**src/rtl/ct_split_reg.sv**
```systemverilog
// ct_split_reg: one-to-many split node with a single registered output stage.
// Each accepted beat is held once and offered to every output selected by the
// packet's destination mask. Outputs acknowledge independently, and the beat
// retires once every selected output has taken it.
//
// Handshake: a beat moves across an interface on a cycle where its valid and
// ready are both high. Input side: i_valid/o_ready. Output side k:
// o_valid[k]/i_ready[k]. Valid never waits on ready. o_ready is combinational
// from i_ready so that a retiring beat can be replaced on the same edge.
module ct_split_reg #(
  parameter int NO    = 2,
  parameter int WIDTH = 1
) (
  input  logic             clk,
  input  logic             reset,
  input  logic [WIDTH-1:0] i_data,
  input  logic             i_valid,
  output logic             o_ready,
  input  logic             i_eop,
  input  logic [NO-1:0]    i_mask,
  output logic [WIDTH-1:0] o_data,
  output logic [NO-1:0]    o_valid,
  input  logic [NO-1:0]    i_ready,
  output logic             o_eop
);

  // EMPTY: nothing owed to any output. HOLD: at least one output still owed.
  typedef enum logic {
    ST_EMPTY = 1'b0,
    ST_HOLD  = 1'b1
  } state_e;

  // Debug view of the holding state, derived from the pending bits.
  state_e state_dbg;

  logic [WIDTH-1:0] data_q, data_d;
  logic             eop_q, eop_d;
  logic [NO-1:0]    pending_q, pending_d;
  logic [NO-1:0]    lmask_q, lmask_d;
  logic             sop_q, sop_d;

  logic             done;
  logic             accept;
  logic [NO-1:0]    sel_mask;

  // Classify the held beat for debug and for the input-ready decision.
  always_comb begin
    state_dbg = (pending_q == '0) ? ST_EMPTY : ST_HOLD;
  end

  // Input handshake: free when empty or when every owed output takes it now.
  always_comb begin
    done     = ((pending_q & ~i_ready) == '0);
    o_ready  = reset & ((state_dbg == ST_EMPTY) | done);
    accept   = i_valid & o_ready;
    // Only the first beat of a packet chooses destinations; the rest follow it.
    sel_mask = sop_q ? i_mask : lmask_q;
  end

  // Next-state: clear bits of outputs that transferred, then load a new beat.
  always_comb begin
    data_d    = data_q;
    eop_d     = eop_q;
    lmask_d   = lmask_q;
    sop_d     = sop_q;
    pending_d = pending_q & ~i_ready;
    if (accept) begin
      if (sop_q) begin
        lmask_d = i_mask;
      end
      data_d    = i_data;
      eop_d     = i_eop;
      // A zero mask leaves pending clear, so the beat is silently dropped.
      pending_d = sel_mask;
      sop_d     = i_eop;
    end
  end

  // State registers with synchronous active-low reset.
  always_ff @(posedge clk) begin
    if (!reset) begin
      data_q    <= '0;
      eop_q     <= 1'b0;
      pending_q <= '0;
      lmask_q   <= '0;
      sop_q     <= 1'b1;
    end else begin
      data_q    <= data_d;
      eop_q     <= eop_d;
      pending_q <= pending_d;
      lmask_q   <= lmask_d;
      sop_q     <= sop_d;
    end
  end

  // Outputs: valid is gated by reset so nothing is offered while held in reset.
  always_comb begin
    o_valid = pending_q & {NO{reset}};
    o_data  = data_q;
    o_eop   = eop_q;
  end

  // Held beat must not change while it is still owed and nothing new is taken.
  a_hold_stable: assert property (
    @(posedge clk) disable iff (!reset)
    ((pending_q != '0) && !accept) |=> ($stable(data_q) && $stable(eop_q))
  );

  // A beat is only ever owed to outputs in the packet's locked mask.
  a_within_mask: assert property (
    @(posedge clk) disable iff (!reset)
    ((pending_q & ~lmask_q) == '0)
  );

endmodule

```
**config.mk**
```make
export PLATFORM = sky130hd
export DESIGN_NAME = ct_split_reg
export DESIGN_NICKNAME = d
export VERILOG_FILES = /design/src/rtl/ct_split_reg.sv
export SDC_FILE = /design/constraint.sdc
export NUM_CORES = 1
export LEC_CHECK = 0
export ABC_CLOCK_PERIOD_IN_PS = 1400
export CAP_MARGIN = 5
export CORE_AREA = 2 2 39 41
export DETAILED_ROUTE_END_ITERATION = 8
export DIE_AREA = 0 0 41 43
export HOLD_SLACK_MARGIN = 0.08
export SETUP_SLACK_MARGIN = 0.1
export SLEW_MARGIN = 10
export SYNTH_ARGS = -nofsm -noshare
export SYNTH_HDL_FRONTEND = slang
export SYNTH_SLANG_ARGS = --single-unit
```
**constraint.sdc**
```tcl
create_clock -name clk -period 1.4 [get_ports clk]
set_input_delay 0.42 -clock clk [delete_from_list [all_inputs] [get_ports clk]]
set_output_delay 0.42 -clock clk [all_outputs]
set_load 0.05 [all_outputs]
```
# Word level (Yosys, flattened, before mapping)
# Cells that the tools add are included.
[word_totals]
regBits = 7
input_bits = 9
[op_classes]
n_mux = 2
n_bitwise = 6
n_reduce_logical = 2
[op_table]
columns = ["cell", "count"]
rows = [
  ["2-bit bitwise AND", 2],
  ["2-bit logical NOT", 2],
  ["2-bit 2-to-1 mux", 2],
  ["1-bit bitwise AND", 2],
  ["2-bit NOT", 1],
  ["1-bit bitwise OR", 1],
]

# Longest topological paths before layout
# Gate-level depths: netlist of run 1.
[logic_depth]
word_depth = 7
mapped_depth = 3
mapped_depth_nobuf = 3

# Worst setup path after synthesis of run 1
# OpenSTA, ideal clock, no wires.
[synth_path]
path_kind = "input -> output"
startpoint = "input i_ready[0]"
endpoint = "output o_ready"
arrival_time_ns = 1.551
t_required_ns = 0.980
setup_slack_ns = -0.571
cell_stages = 2
path_buffers = 0
cell_sequence = "nor2b_1 nor3_1"
[synth_between]
elab_chain_len = 5
[synth_lines]
columns = ["element", "line", "text"]
rows = [
  ["start: declaration", "23", "input logic [NO-1:0] i_ready,"],
  ["2-bit NOT", "53", "done = ((pending_q & ~i_ready) == '0);"],
  ["2-bit bitwise AND", "53", ""],
  ["2-bit logical NOT", "53", ""],
  ["1-bit bitwise OR", "54", "o_ready = reset & ((state_dbg == ST_EMPTY) | done);"],
  ["1-bit bitwise AND", "54", ""],
  ["end: declaration", "18", "output logic o_ready,"],
]
# Every way passes these cells.

# Worst setup path in the final report of run 1
[layout_path]
startpoint = "register pending_q[1]"
endpoint = "output o_ready"
[layout_between]
elab_chain_len = 4
word_cells_on_any_way = 5
cone_classes = "bitwise: 3; reduce/logical: 2"
[layout_lines]
columns = ["element", "line", "text"]
rows = [
  ["start: declaration", "38", "logic [NO-1:0] pending_q, pending_d;"],
  ["start signal: assignment", "90", "pending_q <= pending_d;"],
  ["2-bit bitwise AND", "53", ""],
  ["2-bit logical NOT", "53", ""],
  ["1-bit bitwise OR *", "54", ""],
  ["1-bit bitwise AND *", "54", ""],
]
# Every way passes the cells marked *; elsewhere a longest branch is shown, timed or not.

==> metrics.txt, run 1 <==
status=finished with violations; violated checks=negative setup slack; Slew HR=approximately 83%; TritonCTS Sinks=7; Routed wire per std cell=approximately 11 um; Cell Chain, Critical Path=nor2b_4, nor3_4, buf_12; clock share of power=between 30% and 40%; synthesized flop and latch total=7; min setup slack post-route=-0.0767 ns; top cells by area, synth=dfxtp_1 (40%), mux2i_1 (14%), nand4_4 (6.1%), inv_1 (4.3%), nand2_1 (4.3%); largest area contributor in the netlist=dfxtp_1; initial antenna violation count=0; Comb power frac=29.1%; GRT Overall Usage=a little under an eighth; post-route clock skew=between 0.002 and 0.0025 ns; R2R Setup Slk=between 0.3 and 0.4 ns; P_leak=0.000302 uW; final period utilization=105%; DRC Markers=0; Data required, critical path=just under 1 ns; Setup crit end=o_ready; CTS root buf=clkbuf_4; CTS Hold Bufs=0; Worst Tran Pin Value=around 0.26 ns; layout cells sized above 1=approximately 45%; reg2reg end=sop_q; Crit path depth=3; Largest stage delay, worst path=0.32 ns; Int Pwr=between 400 and 500 uW; Worst-Skew Late Latency=0.25 ns; Detailed Routing Iterations Pass 1=4; Inst Count DP=72; RSZ-0062 raised after global routing=true; Num CTS Buffers=3; Final Wtd Congestion=approximately 0.7; Multi-input gate area=between 200 and 250 sq um; clock-pin slew on the worst setup and hold paths=approximately 0.05 ns; Seq/Total Area, Yosys=around 40%; worst hold slack=0.462 ns; WP buf/inv=1; total grt overflow=0; Final setup viols=1; fin util=between 40 and 50%; total die area=1760 sq um; vias per cell=about 4.5; number of synthesized flops with an enable pin=0; total net switching power=roughly 170 uW; Crit path arrival time=1.06 ns; CTS tree=yes; synthesized area=about 350 sq um; most frequent cells after synthesis=dfxtp_1 (7), mux2i_1 (5), inv_1 (4), nand2_1 (4); RR Startpoint=pending_q[0]; Reg power frac=39.5%; diode count=0; first-pass GRT wire length=around 1400 um; Crit Path Category=register to output port; core area=1380 sq um; Yosys cell types=17; pwr dens=899 nW/um^2; critical path fanouts, max=3; Slowest-stage cell, CP=dfxtp_2; Post-CTS Setup Repair Bufs=0; WL final=about 800 um; post-synthesis net count=46; Hold WC Path Type=register to register; Post-DP HPWL=646 um; fin nets=70; DRT iter0 DRCs=2; ys async rst share=0%; Longest Clk Path Bufs=2; setup TNS=-0.0767 ns; filler instances=between 100 and 150; vias in the first global route=~340; CTS H-tree depth=1; Port Buffer Count=13; Syn Area/Cell=9.40 sq um; sw frac=about 28%; final hold vios=0; Syn. warnings=0; Critical Path Start=pending_q[1]; fin. max-slew vios=0; area delta synth->final=86.3%; max frequency=0.677 GHz; initial core utilization=around 25%; worst vdd ir=0.000507 V; Top Family by Delay on Critical Path=flip-flops; Routed Antenna Nets=0; share of the synthesized area in the top cell type=roughly two fifths; Top FF cell, synth=dfxtp_1; total of max-cap violations=0; Syn Inst Count=37; IO Pins=14; die height=between 40 and 50 um; Vias=340; count leader, synth=dfxtp_1; pin count of the biggest net entering global routing=7; fin cells=76; Worst setup EP type=output port; FF+latch area=143 sq um; # rows=14; shortest period the worst path allows=approximately 1.5 ns; Worst R2R Path Depth=4; die width=41 um; crit start category=register
## layout make-up
| cell class | count | area share, % |
|---|---|---|
| multi-input combinational | 25 | 34.7 |
| timing repair buffer | 19 | 33.2 |
| sequential | 7 | 22.0 |
| clock buffer | 4 | 4.05 |
| tap | 16 | 3.09 |
| inverter | 5 | 2.90 |
## stage by stage
stage | worst slack [ns] | area (sq um) | total power, uW
6_report | -0.0767 | 648 | 582
5_1_grt | -0.115 | 648 | 614
4_1_cts | -0.0909 | 646 | 588
3_5_place_dp | -0.417 | 612 | 400
3_3_place_gp | -0.407 | 612 | 398
2_1_floorplan | 0.0613 | 367 | 311
## kinds of logic after synthesis
family | count (synthesis) | synth area share, %
and+or+nand+nor | 16 | 31.3
DFF | 7 | 40.3
muxes | 5 | 14.4
buffers and inverters | 5 | 5.39
AOI/OAI and AO/OA | 4 | 8.63
## sequential cells by signal (all words and copies together), names as in the netlist
name       flops
lmask_q        2
pending_q      2
o_data         1
o_eop          1
sop_q          1
## per-layer routing
metal / routed length [um] / track usage [%]
met1: 339 / 14.8
met2: 385 / 16.6
met3: 65 / 4.71
met4: 14 / 6.00
met5: 0 / 0
## tightest hold or removal path, delay by kind of cell, from the launching register on
kind / cells / cell delay, ns
flip-flops: 1 / 0.30
multiplexers: 1 / 0.06
AND/OR/NAND/NOR: 1 / 0.05
## power groups by stage
stage	sequential (uW)	combinational, uW	clock (uW)
after floorplan	244	67.5	0
after global placement	232	166	0
after detailed placement	232	168	0
after CTS	230	169	190
after global routing	232	182	200
final	230	169	183
## timing repair
| action | in CTS | in global routing |
|---|---|---|
| resized for setup | 13 | 2 |
| setup endpoints to repair | 10 | 4 |
| pin swaps | 1 | 1 |
## layout by cell type (no fill, tap or decap), types with 2 or more instances in the layout
master	netlist	layout
buf_12	0	5
mux2i_1	5	5
o22ai_1	2	2
nand2_1	4	4
inv_1	4	4
dfxtp_1	7	5
nand2b_1	2	2
buf_4	0	6
clkdlybuf4s50_1	0	5
dfxtp_2	0	2
nor2b_4	0	2
clkbuf_4	0	3
and2_4	1	2
## worst min-delay path by stage
| stage | from | endpoint | slack [ns] | cells after the start |
|---|---|---|---|---|
| 2_1_floorplan | lmask_q[0] | lmask_q[0] | 0.44 | 2 |
| 3_3_place_gp | lmask_q[1] | lmask_q[1] | 0.44 | 2 |
| 3_5_place_dp | lmask_q[1] | lmask_q[1] | 0.46 | 2 |
| 4_1_cts | lmask_q[1] | lmask_q[1] | 0.47 | 2 |
| 5_1_grt | lmask_q[0] | lmask_q[0] | 0.50 | 2 |
| 6_report | lmask_q[0] | lmask_q[0] | 0.46 | 2 |
Power figures use the tool's default switching activity.
==> run 2, diff against run 1 <==
--- a/config.mk
+++ b/config.mk
@@ -5,7 +5,7 @@
 export SDC_FILE = /design/constraint.sdc
 export NUM_CORES = 1
 export LEC_CHECK = 0
-export ABC_CLOCK_PERIOD_IN_PS = 1400
+export ABC_CLOCK_PERIOD_IN_PS = 1200
 export CAP_MARGIN = 5
 export CORE_AREA = 2 2 39 41
 export DETAILED_ROUTE_END_ITERATION = 8
==> constraint.sdc (replaced) <==
create_clock -name clk -period 1.2 [get_ports clk]
set_input_delay 0.36 -clock clk [delete_from_list [all_inputs] [get_ports clk]]
set_output_delay 0.36 -clock clk [all_outputs]
set_load 0.05 [all_outputs]
==> run 2 against run 1 <==
The flow still finishes with violations (negative setup slack). Critical path depth stayed put. Critical endpoint unchanged. Highest routed layer unchanged. Sequential power is 17% higher. Power is 21% higher. Die area stayed put.
==> metrics.txt, run 2 (synthesis results as in run 1) <==
Overall Power=706 uW (+21%); Vias=374 (+10%); R2R Setup Slk=0.01 ns (-0.32 ns); max frequency=between 0.6 and 0.7 GHz; Slew HR=82.4% (-0.37 points); RSZ-0062 raised after global routing=true; RR Startpoint=pending_q[1]; filler instances=137 (-4.2%); fin nets=74 (+5.7%); Worst Tran Pin Value=0.264 ns (+0.00550 ns); Post-DP HPWL=705 um (+9.2%); Largest stage delay, worst path=0.32 ns (about the same); Final Wtd Congestion=0.679 (-1.0%); die width=41 um (unchanged); Data required, critical path=0.84 ns (-0.14 ns); fin util=50.7% (+3.9 points); Final setup viols=3 (+2); diode count=0 (unchanged); total die area=1760 sq um (unchanged); Routed wire per std cell=12.7 um (+20%); Worst R2R Path Depth=5 (+1); first-pass GRT wire length=1460 um (+6.5%); Worst setup EP type=output port; FF+latch area=145 sq um (+1.8%); critical path fanouts, max=3 (unchanged); Longest Clk Path Bufs=2 (unchanged); vias per cell=4.68 (+4.5%); clock-pin slew on the worst setup and hold paths=0.05 ns (about the same); pwr dens=1010 nW/um^2 (+12%); min setup slack post-route=-0.232 ns (-0.155 ns); CTS tree=yes; Port Buffer Count=13 (unchanged); total of max-cap violations=0 (unchanged); vias in the first global route=362 (+7.1%); CTS root buf=clkbuf_4; Routed Antenna Nets=0 (unchanged); final period utilization=119%; Crit path arrival time=1.07 ns (about the same); # rows=14 (unchanged); Hold Path End=lmask_q[0]; sw frac=29.1% (+0.75 points); Top Registers=lmask_q (2), pending_q (2); Slowest-stage cell, CP=dfxtp_2; post-route clock skew=0.00275 ns (+0.000286 ns); crit start category=register; total net switching power=206 uW (+24%); status=finished with violations; Inst Count DP=74 (+2.8%); worst vdd ir=0.000397 V (-22%); setup TNS=-0.368 ns (-0.291 ns); Multi-input gate area=238 sq um (+5.6%); shortest period the worst path allows=approximately 1.4 ns; Cell Chain, Critical Path=nor2b_4, nor3_4, buf_12; final hold vios=0 (unchanged); Reg power frac=38.2% (-1.3 points); die height=43 um (unchanged); commonest non-fill, non-tap cell in the layout=buf_4; reg2reg end=sop_q; TritonCTS Sinks=7 (unchanged); worst hold slack=0.463 ns (+0.000702 ns); Detailed Routing Iterations Pass 1=4 (unchanged); Crit Path Category=register to output port; violated checks=negative setup slack; area delta synth->final=102%; fin cells=80 (+5.3%); Comb power frac=30.8% (+1.7 points); commonest cells after routing, fill and taps aside=buf_4 (8), mux2i_1 (5), buf_12 (5); pin count of the biggest net entering global routing=6 (-1); DRT iter0 DRCs=2 (unchanged); Worst-Skew Late Latency=0.26 ns (about the same); Num CTS Buffers=3 (unchanged); GRT Overall Usage=12.9% (+1.2 points); HP Start=lmask_q[0]; Int Pwr=501 uW (+20%); layout cells sized above 1=54.7% (+9.7 points); fin. max-slew vios=0 (unchanged); core area=1380 sq um (unchanged); initial core utilization=25.1% (unchanged); Hold WC Path Type=register to register; DRC Markers=0 (unchanged); CTS H-tree depth=1 (unchanged); total grt overflow=0 (unchanged); clock share of power=30.9% (-0.6 points); WHS Path Cells=2 (unchanged); WL final=1020 um (+27%); IO Pins=14 (unchanged); P_leak=0.000329 uW (+9.0%); initial antenna violation count=0 (unchanged)
[run 2: cell types whose count changed in the layout (fill, tap and decap cells not counted), moves of 2 or more]
| cell | before | now |
|---|---|---|
| buf_6 | 0 | 2 |
| dlygate4sd2_1 | 0 | 3 |
| dfxtp_1 | 5 | 3 |
| buf_4 | 6 | 8 |
| dfxtp_2 | 2 | 4 |
[run 2: power by group through the flow]
stage	combinational [uW]	clock [uW]	sequential (uW)
final	218	218	270
after global routing	231	235	272
after CTS	209	227	269
after detailed placement	203	0	272
after global placement	201	0	271
after floorplan	79.4	0	285
[run 2: worst max path at each step]
stage	startpoint	end	slack, ns
2_1_floorplan	pending_q[0]	o_ready	-0.05
3_3_place_gp	reset	o_ready	-0.48
3_5_place_dp	reset	o_ready	-0.51
4_1_cts	pending_q[0]	o_ready	-0.23
5_1_grt	pending_q[1]	o_ready	-0.26
6_report	pending_q[1]	o_ready	-0.23
[run 2: metal layers]
metal / share of wire (%) / global-route usage (%) / up-vias
met4: 3.1 / 10.0 / 0
met1: 39 / 13.5 / 172
met3: 6.4 / 3.66 / 3
met2: 51 / 20.3 / 13
met5: 0 / 0 / -
li1: - / - / 186
[run 2: area by class of cell]
| class | instances | share of cell area (%) |
|---|---|---|
| Clock buffer | 4 | 3.74 |
| Inverter | 5 | 2.67 |
| Multi-Input combinational cell | 25 | 33.9 |
| Sequential cell | 7 | 20.7 |
| Tap cell | 16 | 2.85 |
| Timing Repair Buffer | 23 | 36.2 |
[run 2: timing repair]
item	CTS	global route
setup endpoints to repair	12	8
pin swaps	2	4
hold endpoints to repair	0	0
hold buffers	0	0
buffers inserted	1	1
gates resized for setup	15	5
[run 2: critical path: cells and delay by family, from the launching register on]
family                 cells  cell delay [ns]
AND/OR/NAND/NOR            2             0.34
flip-flops                 1             0.32
buffers and inverters      1             0.16
[run 2: stage by stage]
step | worst slack [ns] | area (sq um)
after CTS | -0.227 | 676
after global routing | -0.258 | 702
final | -0.232 | 702
after detailed placement | -0.513 | 629
after floorplan | -0.0548 | 369
after global placement | -0.485 | 629
==> run 3, diff against run 2 <==
--- a/config.mk
+++ b/config.mk
@@ -11,7 +11,7 @@
 export DETAILED_ROUTE_END_ITERATION = 8
 export DIE_AREA = 0 0 41 43
 export HOLD_SLACK_MARGIN = 0.08
-export SETUP_SLACK_MARGIN = 0.1
+export SETUP_SLACK_MARGIN = 0.2
 export SLEW_MARGIN = 10
 export SYNTH_ARGS = -nofsm -noshare
 export SYNTH_HDL_FRONTEND = slang
==> run 3 against run 2 <==
First-iteration DRC count stayed put. Clock power is 4% lower. Via count shrank 3.2%. Combinational power rose by 14%. Highest routed layer unchanged. Power is 2.9% higher. Worst setup slack improved by 0.026 ns. Critical path depth stayed put. Core utilization is 5.3 points higher. The flow still finishes with violations (negative setup slack). Non-clock buffer count rose by 3. Cell count increased by 3.8%. Sequential share of layout area down 2.0 points.
==> metrics.txt, run 3 (synthesis results as in run 1) <==
initial antenna violation count=0 (unchanged); sw frac=28.5% (-0.57 points); first-pass GRT wire length=1490 um (+1.9%); area delta synth->final=123%; TritonCTS Sinks=7 (unchanged); Crit Path Category=register to output port; Port Buffer Count=13 (unchanged); Detailed Routing Iterations Pass 1=2 (-2); total die area=1760 sq um (unchanged); max frequency=0.711 GHz (+1.8%); clock-pin slew on the worst setup and hold paths=0.05 ns (about the same); pwr dens=937 nW/um^2 (-6.9%); commonest non-fill, non-tap cell in the layout=buf_4; violated checks=negative setup slack; Num CTS Buffers=3 (unchanged); Worst R2R Path Depth=5 (unchanged); Post-DP HPWL=663 um (-5.9%); CTS H-tree depth=1 (unchanged); Data required, critical path=0.84 ns (about the same); Slew HR=80.4% (-2.0 points); GRT Overall Usage=13.1% (+0.14 points); Worst Tran Pin Value=0.294 ns (+0.0299 ns); total net switching power=208 uW (+0.91%); die height=43 um (unchanged); post-route clock skew=0.00306 ns (+0.000311 ns); clock share of power=28.7% (-2.2 points); fin. max-slew vios=0 (unchanged); diode count=0 (unchanged); crit start category=register; RSZ-0062 raised after global routing=true; CTS tree=yes; fin util=56.1% (+5.3 points); core area=1380 sq um (unchanged); Top Registers=lmask_q (2), pending_q (2); P_leak=0.000359 uW (+9.2%); # rows=14 (unchanged); final period utilization=117% (-2.2 points); DRC Markers=0 (unchanged); Vias=362 (-3.2%); Worst setup EP type=output port; WL final=1000 um (-1.7%); CTS root buf=clkbuf_4; CTS Hold Bufs=0 (unchanged); commonest cells after routing, fill and taps aside=buf_4 (9), mux2i_1 (5), buf_6 (5), buf_12 (5); Inst Count DP=74 (unchanged); worst vdd ir=0.000519 V (+31%); critical path fanouts, max=2 (-1); Hold WC Path Type=register to register; Int Pwr=520 uW (+3.8%); Routed wire per std cell=12.1 um (-5.2%); IO Pins=14 (unchanged); pin count of the biggest net entering global routing=6 (unchanged); status=finished with violations; die width=41 um (unchanged); min setup slack post-route=-0.206 ns (+0.0258 ns); total grt overflow=0 (unchanged); vias in the first global route=348 (-3.9%); Comb power frac=34.1% (+3.3 points); layout cells sized above 1=62.7% (+8.0 points); Final Wtd Congestion=0.697 (+2.6%); Reg power frac=37.2% (-1.0 points); vias per cell=4.36 (-6.7%); DRT iter0 DRCs=2 (unchanged); initial core utilization=25.1% (unchanged); shortest period the worst path allows=1.41 ns (-0.0258 ns); fin nets=77 (+4.1%); total of max-cap violations=0 (unchanged); Routed Antenna Nets=0 (unchanged); WHS Path Cells=2 (unchanged); Longest Clk Path Bufs=2 (unchanged); final hold vios=0 (unchanged); Crit path arrival time=1.05 ns (-0.02 ns); Final setup viols=3 (unchanged); fin cells=83 (+3.8%); Worst-Skew Late Latency=0.25 ns (about the same)
## run 3: cell type report
| class | instances | area (sq um) |
|---|---|---|
| tap | 16 | 20.0 |
| timing repair buffer | 26 | 290 |
| inverter | 5 | 18.8 |
| fill | 122 | 608 |
| clock buffer | 4 | 26.3 |
| sequential | 7 | 145 |
| multi-input combinational | 25 | 275 |
## run 3: repair_timing
item | in CTS | in global routing
gates resized for setup | 23 | 7
pin swaps | 5 | 6
endpoints found under the setup margin | 12 | 9
buffers inserted | 2 | 3
## run 3: through the flow
stage	area (sq um)	setup TNS, ns	hold WS (ns)	power [uW]	setup slack, ns
after global routing	776	-0.542	0.450	774	-0.256
after detailed placement	631	-3.87	0.459	475	-0.515
final	776	-0.417	0.461	727	-0.206
after floorplan	370	-0.0548	0.432	365	-0.0548
after global placement	631	-3.79	0.446	473	-0.497
after CTS	713	-0.470	0.445	711	-0.224
## run 3: final timing paths
path                 from          to  slack, ns
min reg2reg    lmask_q[1]  lmask_q[1]       0.46
max          pending_q[1]     o_ready      -0.21
max reg2reg  pending_q[1]       sop_q       0.06
min            lmask_q[1]  lmask_q[1]       0.46
## run 3: worst max-delay path, stage by stage (launching register included)
cell	delay, ns
dfxtp_2	0.32
nor2b_4	0.13
nor3_4	0.19
buf_12	0.16
## run 3: power by group through the flow
stage                     logic (uW)  registers (uW)  clock network (uW)
after CTS                        222             269                 219
after global routing             261             272                 240
final                            248             270                 209
after floorplan                 80.3             285                   0
after detailed placement         203             272                   0
after global placement           202             271                   0
## run 3: metal layers
metal	vias to the layer above	global-route usage, %	share of wire [%]
met2	9	18.1	56
met3	2	4.71	5.2
met4	0	10.0	1.4
met1	163	15.5	37
li1	188	-	-
met5	-	0	0
